**config.mk**
```make
export PLATFORM = sky130hd
export DESIGN_NAME = controle_elevador
export DESIGN_NICKNAME = d
export VERILOG_FILES = /design/src/rtl/elevador_pkg.sv /design/src/rtl/controle_elevador_temporizador.sv /design/src/rtl/controle_elevador.sv
export SDC_FILE = /design/constraint.sdc
export NUM_CORES = 1
export LEC_CHECK = 0
export ABC_AREA = 1
export BUFFER_PORTS_ARGS = -buffer_cell sky130_fd_sc_hd__buf_4
export CAP_MARGIN = 40
export CORE_AREA = 2 2 70 123
export DETAILED_ROUTE_END_ITERATION = 8
export DIE_AREA = 0 0 72 125
export SETUP_SLACK_MARGIN = 0.05
export SLEW_MARGIN = 20
export SYNTH_ARGS = -nofsm -noshare
export SYNTH_HDL_FRONTEND = slang
export SYNTH_SLANG_ARGS = --single-unit
```
**constraint.sdc**
```tcl
create_clock -name clk -period 5.5 [get_ports clk]
set_input_delay 1.1 -clock clk [delete_from_list [all_inputs] [get_ports clk]]
set_output_delay 1.1 -clock clk [all_outputs]
set_load 0.05 [all_outputs]
```
**src/rtl/elevador_pkg.sv**
```systemverilog
// Shared types and encodings for the elevator car controller.
package elevador_pkg;

  localparam int ANDAR_W = 4;

  typedef enum logic [1:0] {
    OCIOSO,
    MOVENDO,
    PORTA
  } estado_t;

  localparam logic DIR_SOBE  = 1'b1;
  localparam logic DIR_DESCE = 1'b0;

endpackage

```
**src/rtl/controle_elevador_temporizador.sv**
```systemverilog
// Loadable down-counter shared by the per-floor travel time and the door time.
// fim is high while the count sits at zero.
module temporizador #(
  parameter int W = 3
) (
  input  logic         clk,
  input  logic         rst,
  input  logic         carga,
  input  logic         segura,
  input  logic [W-1:0] valor,
  output logic         fim
);

  logic [W-1:0] contagem;

  // NOTE: registers take non-blocking assignments so every flop samples pre-edge values.
  always_ff @(posedge clk or posedge rst) begin
    if (rst) begin
      contagem <= '0;
    end else if (carga) begin
      contagem <= valor;
    end else if (!segura && contagem != '0) begin
      contagem <= contagem - 1'b1;
    end
  end

  assign fim = (contagem == '0);

endmodule

```
**src/rtl/controle_elevador.sv**
```systemverilog
// Elevator car controller: latches gated floor requests and serves them with a
// collective (SCAN) policy, driving floor, direction, motion and door status.
module controle_elevador
  import elevador_pkg::*;
#(
  parameter int N_ANDARES = 16,
  parameter int T_ANDAR   = 8,
  parameter int T_PORTA   = 4
) (
  input  logic                 clk,
  input  logic                 rst,
  input  logic [N_ANDARES-1:0] botaochecado,
  input  logic                 parar,
  output logic [ANDAR_W-1:0]   andar_atual,
  output logic [N_ANDARES-1:0] pendentes,
  output logic                 subindo,
  output logic                 descendo,
  output logic                 porta_aberta
);

  localparam int TMR_MAX = (T_ANDAR > T_PORTA) ? T_ANDAR : T_PORTA;
  localparam int TMR_W   = (TMR_MAX > 1) ? $clog2(TMR_MAX) : 1;
  localparam logic [TMR_W-1:0] CARGA_ANDAR = TMR_W'(T_ANDAR - 1);
  localparam logic [TMR_W-1:0] CARGA_PORTA = TMR_W'(T_PORTA - 1);

  estado_t              estado, prox_estado;
  logic                 direcao, prox_direcao;
  logic [ANDAR_W-1:0]   prox_andar, andar_passo;
  logic [N_ANDARES-1:0] limpa;
  logic                 carga, fim;
  logic [TMR_W-1:0]     valor_carga;

  logic [N_ANDARES-1:0] acima_atual, abaixo_atual, acima_passo, abaixo_passo;
  logic                 frente_atual, tras_atual, frente_passo, tras_passo;

  // Floor one step along the current direction; only used when moving, where
  // a pending request ahead guarantees this stays inside the shaft.
  assign andar_passo = (direcao == DIR_SOBE) ? andar_atual + 1'b1 : andar_atual - 1'b1;

  // Thermometer masks of floors strictly above/below the current and next floor.
  for (genvar i = 0; i < N_ANDARES; i++) begin : g_mascara
    assign acima_atual[i]  = (ANDAR_W'(i) > andar_atual);
    assign abaixo_atual[i] = (ANDAR_W'(i) < andar_atual);
    assign acima_passo[i]  = (ANDAR_W'(i) > andar_passo);
    assign abaixo_passo[i] = (ANDAR_W'(i) < andar_passo);
  end

  assign frente_atual = |(pendentes & ((direcao == DIR_SOBE) ? acima_atual  : abaixo_atual));
  assign tras_atual   = |(pendentes & ((direcao == DIR_SOBE) ? abaixo_atual : acima_atual));
  assign frente_passo = |(pendentes & ((direcao == DIR_SOBE) ? acima_passo  : abaixo_passo));
  assign tras_passo   = |(pendentes & ((direcao == DIR_SOBE) ? abaixo_passo : acima_passo));

  temporizador #(.W(TMR_W)) u_temporizador (
    .clk    (clk),
    .rst    (rst),
    .carga  (carga),
    .segura (parar),
    .valor  (valor_carga),
    .fim    (fim)
  );

  always_comb begin
    // NOTE: every output of this block gets a default first, so no path can infer a latch.
    prox_estado  = estado;
    prox_direcao = direcao;
    prox_andar   = andar_atual;
    carga        = 1'b0;
    valor_carga  = CARGA_ANDAR;

    if (!parar) begin
      unique case (estado)
        OCIOSO: begin
          if (pendentes[andar_atual]) begin
            prox_estado = PORTA;
            carga       = 1'b1;
            valor_carga = CARGA_PORTA;
          end else if (frente_atual) begin
            prox_estado = MOVENDO;
            carga       = 1'b1;
          end else if (tras_atual) begin
            prox_estado  = MOVENDO;
            prox_direcao = ~direcao;
            carga        = 1'b1;
          end
        end

        MOVENDO: begin
          if (fim) begin
            prox_andar = andar_passo;
            carga      = 1'b1;
            if (pendentes[andar_passo]) begin
              prox_estado = PORTA;
              valor_carga = CARGA_PORTA;
            end else if (frente_passo) begin
              prox_estado = MOVENDO;
            end else if (tras_passo) begin
              prox_direcao = ~direcao;
            end else begin
              prox_estado = OCIOSO;
              carga       = 1'b0;
            end
          end
        end

        PORTA: begin
          // A fresh call for this floor keeps the door open another full period.
          if (botaochecado[andar_atual]) begin
            carga       = 1'b1;
            valor_carga = CARGA_PORTA;
          end else if (fim) begin
            if (frente_atual) begin
              prox_estado = MOVENDO;
              carga       = 1'b1;
            end else if (tras_atual) begin
              prox_estado  = MOVENDO;
              prox_direcao = ~direcao;
              carga        = 1'b1;
            end else begin
              prox_estado = OCIOSO;
            end
          end
        end

        default: prox_estado = OCIOSO;
      endcase
    end
  end

  // The served floor is cleared on the edge that opens the door and on every
  // door cycle, which absorbs repeat presses while the door is open.
  always_comb begin
    limpa = '0;
    if (estado == PORTA) begin
      limpa[andar_atual] = 1'b1;
    end else if (prox_estado == PORTA) begin
      limpa[prox_andar] = 1'b1;
    end
  end

  always_ff @(posedge clk or posedge rst) begin
    if (rst) begin
      estado      <= OCIOSO;
      direcao     <= DIR_SOBE;
      andar_atual <= '0;
      pendentes   <= '0;
    end else begin
      estado      <= prox_estado;
      direcao     <= prox_direcao;
      andar_atual <= prox_andar;
      pendentes   <= (pendentes | botaochecado) & ~limpa;
    end
  end

  assign subindo      = (estado == MOVENDO) && (direcao == DIR_SOBE);
  assign descendo     = (estado == MOVENDO) && (direcao == DIR_DESCE);
  assign porta_aberta = (estado == PORTA);

endmodule

```
==> results of run 1 <==
-- power groups by stage --
stage / clock network (uW) / registers, uW / logic (uW)
finish: 167 / 324 / 1440
floorplan: 0 / 338 / 1040
detailed placement: 0 / 324 / 1410
global route: 175 / 332 / 1570
global placement: 0 / 323 / 1400
CTS: 170 / 320 / 1410
-- Yosys cell counts, types with 6 or more instances --
library cell    n
nor2_1         77
nand2_2         6
nand2_1       177
inv_1          73
o21ai_1         6
nor3_1          6
o21ai_0        40
o211ai_1        8
a31oi_1        12
dfrtp_1        25
ha_1            6
nand3_1        67
a21oi_1        35
buf_2          13
nand4_1        25
inv_2           9
-- critical path: cells and delay by family (launching register included) --
kind                       cells  cell delay, ns
DFF                            1            0.87
and+or+nand+nor               20            2.17
buffers and inverters          3            0.38
adders and majority gates      1            0.45
-- stage by stage --
stage	std cells	setup WS, ns	util
after floorplan	630	2.10	-
after global placement	741	1.65	0.473
after detailed placement	742	1.61	0.476
after CTS	746	1.61	0.486
after global routing	746	1.10	0.486
final	746	1.49	0.486
-- sequential cells by signal, indices dropped and copies added (netlist names) --
register and flops:
pendentes 16, andar_atual 4, u_temporizador.contagem 3, estado 2
direcao 1
-- routing by layer --
metal  share of wire  wire (um)
met1            0.36       4900
met2            0.50       6760
met3           0.053        716
met4           0.080       1080
met5               0          0
-- layout make-up --
class | count | area [sq um] | area share
Timing Repair Buffer | 46 | 365 | 0.0929
Sequential cell | 26 | 652 | 0.166
Multi-Input combinational cell | 495 | 2410 | 0.613
Inverter | 83 | 312 | 0.0792
Tap cell | 92 | 115 | 0.0293
Clock buffer | 4 | 78.8 | 0.0201
-- worst paths after layout --
kind | depth (start not counted) | start | slack, ns | endpoint
setup / recovery | 24 | andar_atual[0] | 1.49 | pendentes[8]
hold / removal | 2 | u_temporizador.contagem[1] | 0.52 | u_temporizador.contagem[1]
setup reg to reg | 24 | andar_atual[0] | 1.49 | pendentes[8]
hold reg to reg | 2 | u_temporizador.contagem[1] | 0.52 | u_temporizador.contagem[1]
max in group asynchronous | 3 | rst | 4.10 | direcao
min in group asynchronous | 2 | rst | 0.86 | pendentes[8]
-- cells by family (layout without fill, tap and decap cells) --
logic type      Yosys count  count (layout)  synth area share
simple gates            369             369             0.464
fa+ha+maj                 6               6            0.0213
compound gates          117             117             0.191
buf+inv                 109             133             0.131
flops                    26              26             0.185
xor+xnor                  3               3           0.00746
==> flow_metrics.env, run 1 <==
export IMPL_fin_crit_ns=4.01
export IMPL_ys_types=42
export IMPL_post_cts_resized=0
export IMPL_rows=44
export IMPL_die_area_sq_um=9000
export IMPL_drc_errors=0
export IMPL_dieHeight_um=125
export IMPL_cts_buffers=3
export IMPL_worst_hold_slack_ns=0.522
export IMPL_cts_sinks=26
export IMPL_antenna_found_initial=0
export IMPL_report_power_total_uw=1930
export IMPL_arrival_ns=4.18
export IMPL_tns_ns=0
export IMPL_tritoncts="yes"
export IMPL_irDropWorstVdd_mv=0.323
export IMPL_cpMostUsedCell="nand2_1"
export IMPL_setup_viol=0
export IMPL_post_cts_buffers=0
export IMPL_drt_iter0_markers=304
export IMPL_syn_inst=630
export IMPL_drive_gt1_frac=0.118
export IMPL_synth_edf_count=0
export IMPL_yosysTopAreaCellShare=0.189
export IMPL_first_global_vias=4269
export IMPL_leakagePower_uw=0.00199
export IMPL_pwr_share_comb=0.746
export IMPL_antenna_cells=0
export IMPL_pin_count=42
export IMPL_cts_buffer_depth=2
export IMPL_drtPass1Iterations=5
export IMPL_p_sw_frac=0.614
export IMPL_final_cell_mix="177 x nand2_1, 77 x nor2_1, 73 x inv_1, 67 x nand3_1, 45 x buf_4"
export IMPL_synth_top_area_cell="nand2_1"
export IMPL_synth_nets=655
export IMPL_skew_ns=0.00588
export IMPL_clockRootBuffer="clkbuf_16"
export IMPL_detail_route_wl_per_cell_um=18.0
export IMPL_track_usage=0.302
export IMPL_cp_max_fo=22
export IMPL_p_seq_frac=0.168
export IMPL_critPathMaxStageDelay_ns=0.87
export IMPL_start_kind="flip-flop"
export IMPL_synth_ff_type="dfrtp_1"
export IMPL_outcome="finished, final reports clean"
export IMPL_ys_ff_latch=26
export IMPL_layout_nets=680
export IMPL_layout_commonest_cell="nand2_1"
export IMPL_synthesis_area_sq_um=3520
export IMPL_busiest_layer="met2"
export IMPL_clk_pin_slew_ns=0.07
export IMPL_clock_latency_ns=0.27
export IMPL_rsz0062_at_grt="no"
export IMPL_ys_async_sr_fraction=1.00
export IMPL_final_hold_viol_count=0
export IMPL_cts_hold_buffers=0
export IMPL_grt_util_met3=0.0234
export IMPL_path_class="reg -> reg"
export IMPL_worst_pin_slew_ns=0.811
export IMPL_timing_slew_headroom=0.458
export IMPL_hold_path_class="reg -> reg"
export IMPL_grt_pass1_wl_um=21200
export IMPL_grtUsageMet1=0.340
export IMPL_syn_area_per_cell_sq_um=5.59
export IMPL_dp_hpwl_um=10500
export IMPL_drv_cap=0
export IMPL_grt_max_degree=47
export IMPL_yosys_warnings=0
export IMPL_crit_required_ns=5.67
export IMPL_finish_instance_area_sq_um=3930
export IMPL_slew_viol_final=0
export IMPL_syn2layout_area_growth_pct=11.6
export IMPL_cp_cell_sequence="inv_1 > ha_1 > inv_2 > nand2_1 > nand2_1 > nand2_1 > nand2_2 > nand3_1 > nand2_1 > nand2_1 > nand2_1 > nand2_1 > nor2_1 > nand2_1 > nor2_1 > nand2_1 > nand3_1 > nand2_1 > nand2_1 > nand2_2 > nand2_4 > nand4_1 > nand2_1 > inv_1"
export IMPL_fp_coreArea_sq_um=8090
export IMPL_timing_fmax_ghz=0.249
export IMPL_dpl_cell_area_sq_um=3850
export IMPL_power_density_nw_per_um2=491
export IMPL_n_fill_cell=899
export IMPL_initial_core_util=0.435
export IMPL_htree_levels=1
export IMPL_internal_power_uw=744
export IMPL_routabilityCongestion=0.991
export IMPL_grt_use_met2=0.502
export IMPL_dieWidth_um=72
export IMPL_ys_seq_area_frac=0.185
export IMPL_slowest_stage="dfrtp_1"
export IMPL_postRouteAntennaNets=0
export IMPL_port_buffers=41
export IMPL_p_switching_uw=1190
export IMPL_via_per_inst=6.00
export IMPL_fin_crit_sh=0.729
export IMPL_dr_total_vias=4473
export IMPL_synthTopCellsByArea="nand2_1 19%, dfrtp_1 18%, nand3_1 9.5%"
export IMPL_power_frac_clock=0.086
export IMPL_globalRouteOverflowTotal=0
export IMPL_routed_wl_um=13500
export IMPL_critPathCaptureType="flip-flop"
(Power assumes the default switching activity.)
==> run 2: changes to the inputs <==
--- a/config.mk
+++ b/config.mk
@@ -5,12 +5,13 @@
 export SDC_FILE = /design/constraint.sdc
 export NUM_CORES = 1
 export LEC_CHECK = 0
-export ABC_AREA = 1
+export ABC_AREA = 0
 export BUFFER_PORTS_ARGS = -buffer_cell sky130_fd_sc_hd__buf_4
 export CAP_MARGIN = 40
-export CORE_AREA = 2 2 70 123
+export CORE_AREA = 2 2 71 124
 export DETAILED_ROUTE_END_ITERATION = 8
-export DIE_AREA = 0 0 72 125
+export DIE_AREA = 0 0 73 126
+export PLACE_DENSITY = 0.65
 export SETUP_SLACK_MARGIN = 0.05
 export SLEW_MARGIN = 20
 export SYNTH_ARGS = -nofsm -noshare
==> constraint.sdc (replaced) <==
create_clock -name clk -period 3.3 [get_ports clk]
set_input_delay 0.66 -clock clk [delete_from_list [all_inputs] [get_ports clk]]
set_output_delay 0.66 -clock clk [all_outputs]
set_load 0.05 [all_outputs]
==> flow_metrics.env, run 2 <==
export IMPL_via_per_inst=7.05
export IMPL_synth_nets=511
export IMPL_dieWidth_um=73
export IMPL_synth_top_area_cell="dfrtp_1"
export IMPL_dp_hpwl_um=12000
export IMPL_reg_largest_list="pendentes x16, andar_atual x4, u_temporizador.contagem x3"
export IMPL_drv_cap=0
export IMPL_detail_route_wl_per_cell_um=25.1
export IMPL_drtPass1Iterations=6
export IMPL_r2r_start="andar_atual[0]"
export IMPL_leakagePower_uw=0.00186
export IMPL_antenna_found_initial=0
export IMPL_crit_required_ns=3.48
export IMPL_slew_viol_final=0
export IMPL_hold_path_class="in -> async"
export IMPL_tritoncts="yes"
export IMPL_layout_commonest_cell="buf_4"
export IMPL_syn2layout_area_growth_pct=24.6
export IMPL_instances_no_fill=625
export IMPL_cts_buffers=3
export IMPL_routed_wl_um=15700
export IMPL_grt_pass1_wl_um=24200
export IMPL_syn_inst=486
export IMPL_synth_ff_type="dfrtp_1"
export IMPL_dr_total_vias=4404
export IMPL_globalRouteOverflowTotal=0
export IMPL_setup_viol=0
export IMPL_clk_pin_slew_ns=0.07
export IMPL_worst_pin_slew_ns=0.578
export IMPL_cts_sinks=26
export IMPL_final_hold_viol_count=0
export IMPL_first_global_vias=4319
export IMPL_fp_coreArea_sq_um=8200
export IMPL_setup_ws_ns=0.111
export IMPL_cts_hold_buffers=0
export IMPL_final_cell_mix="89 x buf_4, 48 x nand2_1, 48 x a21oi_1, 39 x nor2_1, 29 x o21ai_0"
export IMPL_yosys_warnings=0
export IMPL_outcome="finished, final reports clean"
export IMPL_pre_cts_ws_ns=0.0788
export IMPL_synth_common_cells="48 x a21oi_1, 48 x nand2_1, 39 x nor2_1"
export IMPL_timing_fmax_ghz=0.314
export IMPL_arrival_ns=3.37
export IMPL_ys_ff_latch=26
export IMPL_start_kind="flip-flop"
export IMPL_drive_gt1_frac=0.283
export IMPL_drt_iter0_markers=583
export IMPL_largest_reg_flops=16
export IMPL_drc_errors=0
export IMPL_dp_cells=620
export IMPL_layout_nets=559
export IMPL_path_class="reg -> reg"
export IMPL_largest_register="pendentes"
export IMPL_grt_max_degree=25
export IMPL_ys_async_sr_fraction=1.00
export IMPL_syn_area_per_cell_sq_um=7.45
export IMPL_pin_count=42
export IMPL_clockRootBuffer="clkbuf_16"
export IMPL_synthesis_area_sq_um=3620
export IMPL_fin_crit_ns=3.19
export IMPL_htree_levels=1
export IMPL_dieHeight_um=126
export IMPL_track_usage=0.351
export IMPL_critPathCaptureType="flip-flop"
export IMPL_rows=44
export IMPL_cp_max_fo=9
export IMPL_antenna_cells=0
export IMPL_rsz0062_at_grt="yes"
export IMPL_timing_slew_headroom=0.612
export IMPL_postRouteAntennaNets=0
export IMPL_routabilityCongestion=1.06
export IMPL_irDropWorstVdd_mv=0.561
export IMPL_cts_buffer_depth=2
export IMPL_synthTopCellsByArea="dfrtp_1 17%, mux4_2 8.1%, a21oi_1 6.6%"
export IMPL_port_buffers=41
export IMPL_ys_types=77
export IMPL_yosysTopAreaCellShare=0.173
export IMPL_power_density_nw_per_um2=857
export IMPL_skew_ns=0.00286
export IMPL_initial_core_util=0.441
export IMPL_cp_startpoint="andar_atual[0]"
export IMPL_die_area_sq_um=9200
export IMPL_clock_latency_ns=0.27
export IMPL_ys_seq_area_frac=0.180
export IMPL_fin_crit_sh=0.966
export IMPL_synth_edf_count=0
export IMPL_worst_hold_slack_ns=0.400
[run 2: cell count changes in the layout (fill, tap and decap cells not counted), sizes merged, moves of 15 or more]
cell | previous run | this run
buf | 46 | 92
inv | 82 | 20
nand2 | 185 | 48
nand3 | 70 | 11
nand4 | 26 | 9
nor2 | 80 | 40
nor2b | 0 | 15
o21ai | 47 | 29
o22ai | 1 | 22
[run 2: final timing paths]
check                                              to  slack, ns  cells after the start
setup / recovery           u_temporizador.contagem[2]       0.11                     12
min in group clk           u_temporizador.contagem[1]       0.54                      2
hold reg to reg            u_temporizador.contagem[1]       0.54                      2
max in group asynchronous                     direcao       2.38                      3
setup reg to reg           u_temporizador.contagem[2]       0.11                     12
hold / removal                           pendentes[5]       0.40                      2
[run 2: metal layers]
metal	vias up	GRT usage	wire, um
met5	-	0	0
met4	0	0.247	1380
met3	103	0.0464	1100
met2	328	0.585	7850
met1	2054	0.398	5390
li1	1919	-	-
[run 2: area by class of cell]
cell class                      instances  area (sq um)
Clock buffer                            3          75.1
Clock inverter                          1          30.0
Fill cell                             764          3690
Inverter                               20          90.1
Multi-Input combinational cell        391          2820
Sequential cell                        26           658
Tap cell                               92           115
Timing Repair Buffer                   92           727
[run 2: power breakdown]
group | leakage (uW) | internal, uW | switching (uW) | total, uW
Clock | 0.0000511 | 242 | 120 | 362
Sequential | 0.000260 | 416 | 272 | 688
Combinational | 0.00155 | 1100 | 1710 | 2820
[run 2: metrics by stage]
step | utilization | TNS, ns | instance area (sq um) | total power [uW]
2_1_floorplan | - | -0.141 | 3800 | 2530
3_3_place_gp | 0.527 | 0 | 4330 | 3370
3_5_place_dp | 0.531 | 0 | 4350 | 3370
4_1_cts | 0.543 | 0 | 4460 | 3750
5_1_grt | 0.550 | 0 | 4510 | 4060
6_report | 0.550 | 0 | 4510 | 3870
[run 2: logic make-up (layout without fill, tap and decap cells)]
| kind of cell | count (synthesis) | count (layout) | synth area share |
|---|---|---|---|
| simple gates | 180 | 180 | 0.266 |
| compound gates | 167 | 167 | 0.300 |
| buf+inv | 69 | 116 | 0.0819 |
| flops | 26 | 26 | 0.180 |
| mux | 23 | 23 | 0.113 |
| xor+xnor | 14 | 14 | 0.0359 |
| fa+ha+maj | 7 | 7 | 0.0235 |
[run 2: critical path, cell delays in order (launching register included)]
cell       delay, ns
dfrtp_2         0.46
inv_12          0.04
ha_4            0.33
buf_4           0.22
inv_1           0.15
nand4_1         0.18
a21bo_2         0.24
a2bb2oi_1       0.17
nand4_1         0.13
or4_4           0.60
nor4_4          0.21
o32ai_2         0.15
mux2i_1         0.21
[run 2: timing repair]
item	in CTS	in global routing
setup endpoints to repair	0	16
gates resized for setup	0	12
buffers inserted	0	1
endpoints found under the hold margin	0	0
==> run 3: changes to the inputs <==
--- a/config.mk
+++ b/config.mk
@@ -6,7 +6,7 @@
 export NUM_CORES = 1
 export LEC_CHECK = 0
 export ABC_AREA = 0
-export BUFFER_PORTS_ARGS = -buffer_cell sky130_fd_sc_hd__buf_4
+export BUFFER_PORTS_ARGS = -buffer_cell sky130_fd_sc_hd__buf_2
 export CAP_MARGIN = 40
 export CORE_AREA = 2 2 71 124
 export DETAILED_ROUTE_END_ITERATION = 8
==> flow_metrics.env, run 3 (synthesis gave the netlist of run 2 again) <==
export IMPL_skew_ns=0.00201
export IMPL_cts_sinks=26
export IMPL_track_usage=0.360
export IMPL_timing_fmax_ghz=0.310
export IMPL_first_global_vias=4455
export IMPL_worst_pin_slew_ns=0.648
export IMPL_fp_coreArea_sq_um=8200
export IMPL_r2r_start="andar_atual[1]"
export IMPL_slew_viol_final=0
export IMPL_drtPass1Iterations=5
export IMPL_leakagePower_uw=0.00200
export IMPL_grt_max_degree=37
export IMPL_layout_nets=580
export IMPL_largest_register="pendentes"
export IMPL_routed_wl_um=16700
export IMPL_path_class="reg -> reg"
export IMPL_htree_levels=1
export IMPL_die_area_sq_um=9200
export IMPL_globalRouteOverflowTotal=0
export IMPL_layout_commonest_cell="buf_4"
export IMPL_drc_errors=0
export IMPL_start_kind="flip-flop"
export IMPL_report_power_total_uw=4190
export IMPL_clk_pin_slew_ns=0.07
export IMPL_outcome="finished, final reports clean"
export IMPL_dp_cells=619
export IMPL_dr_total_vias=4612
export IMPL_instances_no_fill=646
export IMPL_fin_crit_ns=3.22
export IMPL_clock_latency_ns=0.26
export IMPL_pin_count=42
export IMPL_drive_gt1_frac=0.319
export IMPL_tritoncts="yes"
export IMPL_cts_buffer_depth=2
export IMPL_final_cell_mix="58 x buf_4, 48 x nand2_1, 47 x a21oi_1, 41 x buf_2, 39 x nor2_1"
export IMPL_crit_required_ns=3.45
export IMPL_postRouteAntennaNets=0
export IMPL_reg_largest_list="pendentes x16, andar_atual x4, u_temporizador.contagem x3"
export IMPL_routabilityCongestion=1.01
export IMPL_fin_crit_sh=0.976
export IMPL_dp_hpwl_um=12200
export IMPL_r2r_end="u_temporizador.contagem[0]"
export IMPL_rows=44
export IMPL_initial_core_util=0.441
export IMPL_via_per_inst=7.14
export IMPL_irDropWorstVdd_mv=0.456
export IMPL_arrival_ns=3.37
export IMPL_setup_viol=0
export IMPL_dieHeight_um=126
export IMPL_detail_route_wl_per_cell_um=25.8
export IMPL_final_hold_viol_count=0
export IMPL_hold_path_class="in -> async"
export IMPL_critPathCaptureType="flip-flop"
export IMPL_cts_buffers=3
export IMPL_timing_slew_headroom=0.568
export IMPL_drt_iter0_markers=554
export IMPL_cts_hold_buffers=0
export IMPL_largest_reg_flops=16
export IMPL_antenna_found_initial=0
export IMPL_dieWidth_um=73
export IMPL_clockRootBuffer="clkbuf_16"
export IMPL_rsz0062_at_grt="yes"
export IMPL_cp_max_fo=8
export IMPL_rrSetupSlack_ns=0.08
export IMPL_drv_cap=0
export IMPL_power_density_nw_per_um2=876
export IMPL_reg2reg_depth=13
export IMPL_n_fill_cell=745
export IMPL_antenna_cells=0
export IMPL_grt_pass1_wl_um=24900
export IMPL_port_buffers=41
export IMPL_syn2layout_area_growth_pct=32.1
==> run 3: changes by cell type in the layout (fill, tap and decap cells not counted), moves of 3 or more <==
cell	before	now
buf_6	1	4
buf_2	0	41
buf_12	1	7
buf_4	89	58
==> run 3: layout make-up <==
class	count	area (sq um)	share of cell area
Inverter	20	90.1	0.0188
Tap cell	92	115	0.0241
Clock buffer	3	75.1	0.0157
Timing Repair Buffer	113	891	0.186
Sequential cell	26	657	0.137
Clock inverter	1	30.0	0.00628
Multi-Input combinational cell	391	2930	0.612
==> run 3: critical path, cell delays in order, from the launching register on <==
cell and delay, ns:
dfrtp_4 0.52, inv_4 0.08, ha_4 0.23, buf_4 0.16
nor4b_4 0.27, nor4_4 0.10, buf_4 0.17, a22oi_1 0.16
nor2_1 0.06, a211o_1 0.22, or4_4 0.56, nor4_4 0.27
o32ai_2 0.14, nand2b_1 0.17
==> run 3: routing by layer <==
layer,up-vias,part of all wire,global-route usage
met5,-,0,0
met4,0,0.094,0.245
li1,1976,-,-
met2,333,0.51,0.626
met3,112,0.078,0.0352
met1,2191,0.32,0.396
==> run 3: power breakdown <==
group	internal, uW	total, uW	switching [uW]	leakage [uW]
clock network	242	359	118	0.0000511
logic	1310	3120	1810	0.00168
registers	415	709	294	0.000261
==> run 3: timing repair <==
action | in CTS | in global routing
gates cloned | 0 | 2
resized for setup | 3 | 30
pin swaps | 1 | 25
hold endpoints to repair | 0 | 0
setup buffers | 0 | 21
setup endpoints to repair | 4 | 20
==> run 3: through the flow <==
step	worst slack [ns]	hold slack (ns)	setup TNS, ns	area, sq um	util
after floorplan	-0.0822	0.488	-0.141	3800	-
after global placement	-0.109	0.523	-0.253	4250	0.518
after detailed placement	-0.163	0.548	-0.405	4270	0.520
after CTS	0.0590	0.448	0	4390	0.536
after global routing	-0.0154	0.490	-0.0154	4780	0.583
final	0.0793	0.432	0	4780	0.583
==> run 3: how the worst max path moves through the flow <==
| stage | start | endpoint | slack, ns | cells after the start |
|---|---|---|---|---|
| detailed placement | andar_atual[0] | direcao | -0.16 | 11 |
| global placement | andar_atual[0] | direcao | -0.11 | 11 |
| CTS | andar_atual[0] | direcao | 0.06 | 10 |
| floorplan | andar_atual[0] | direcao | -0.08 | 15 |
| global route | andar_atual[0] | u_temporizador.contagem[0] | -0.02 | 11 |
| finish | andar_atual[1] | u_temporizador.contagem[0] | 0.08 | 13 |
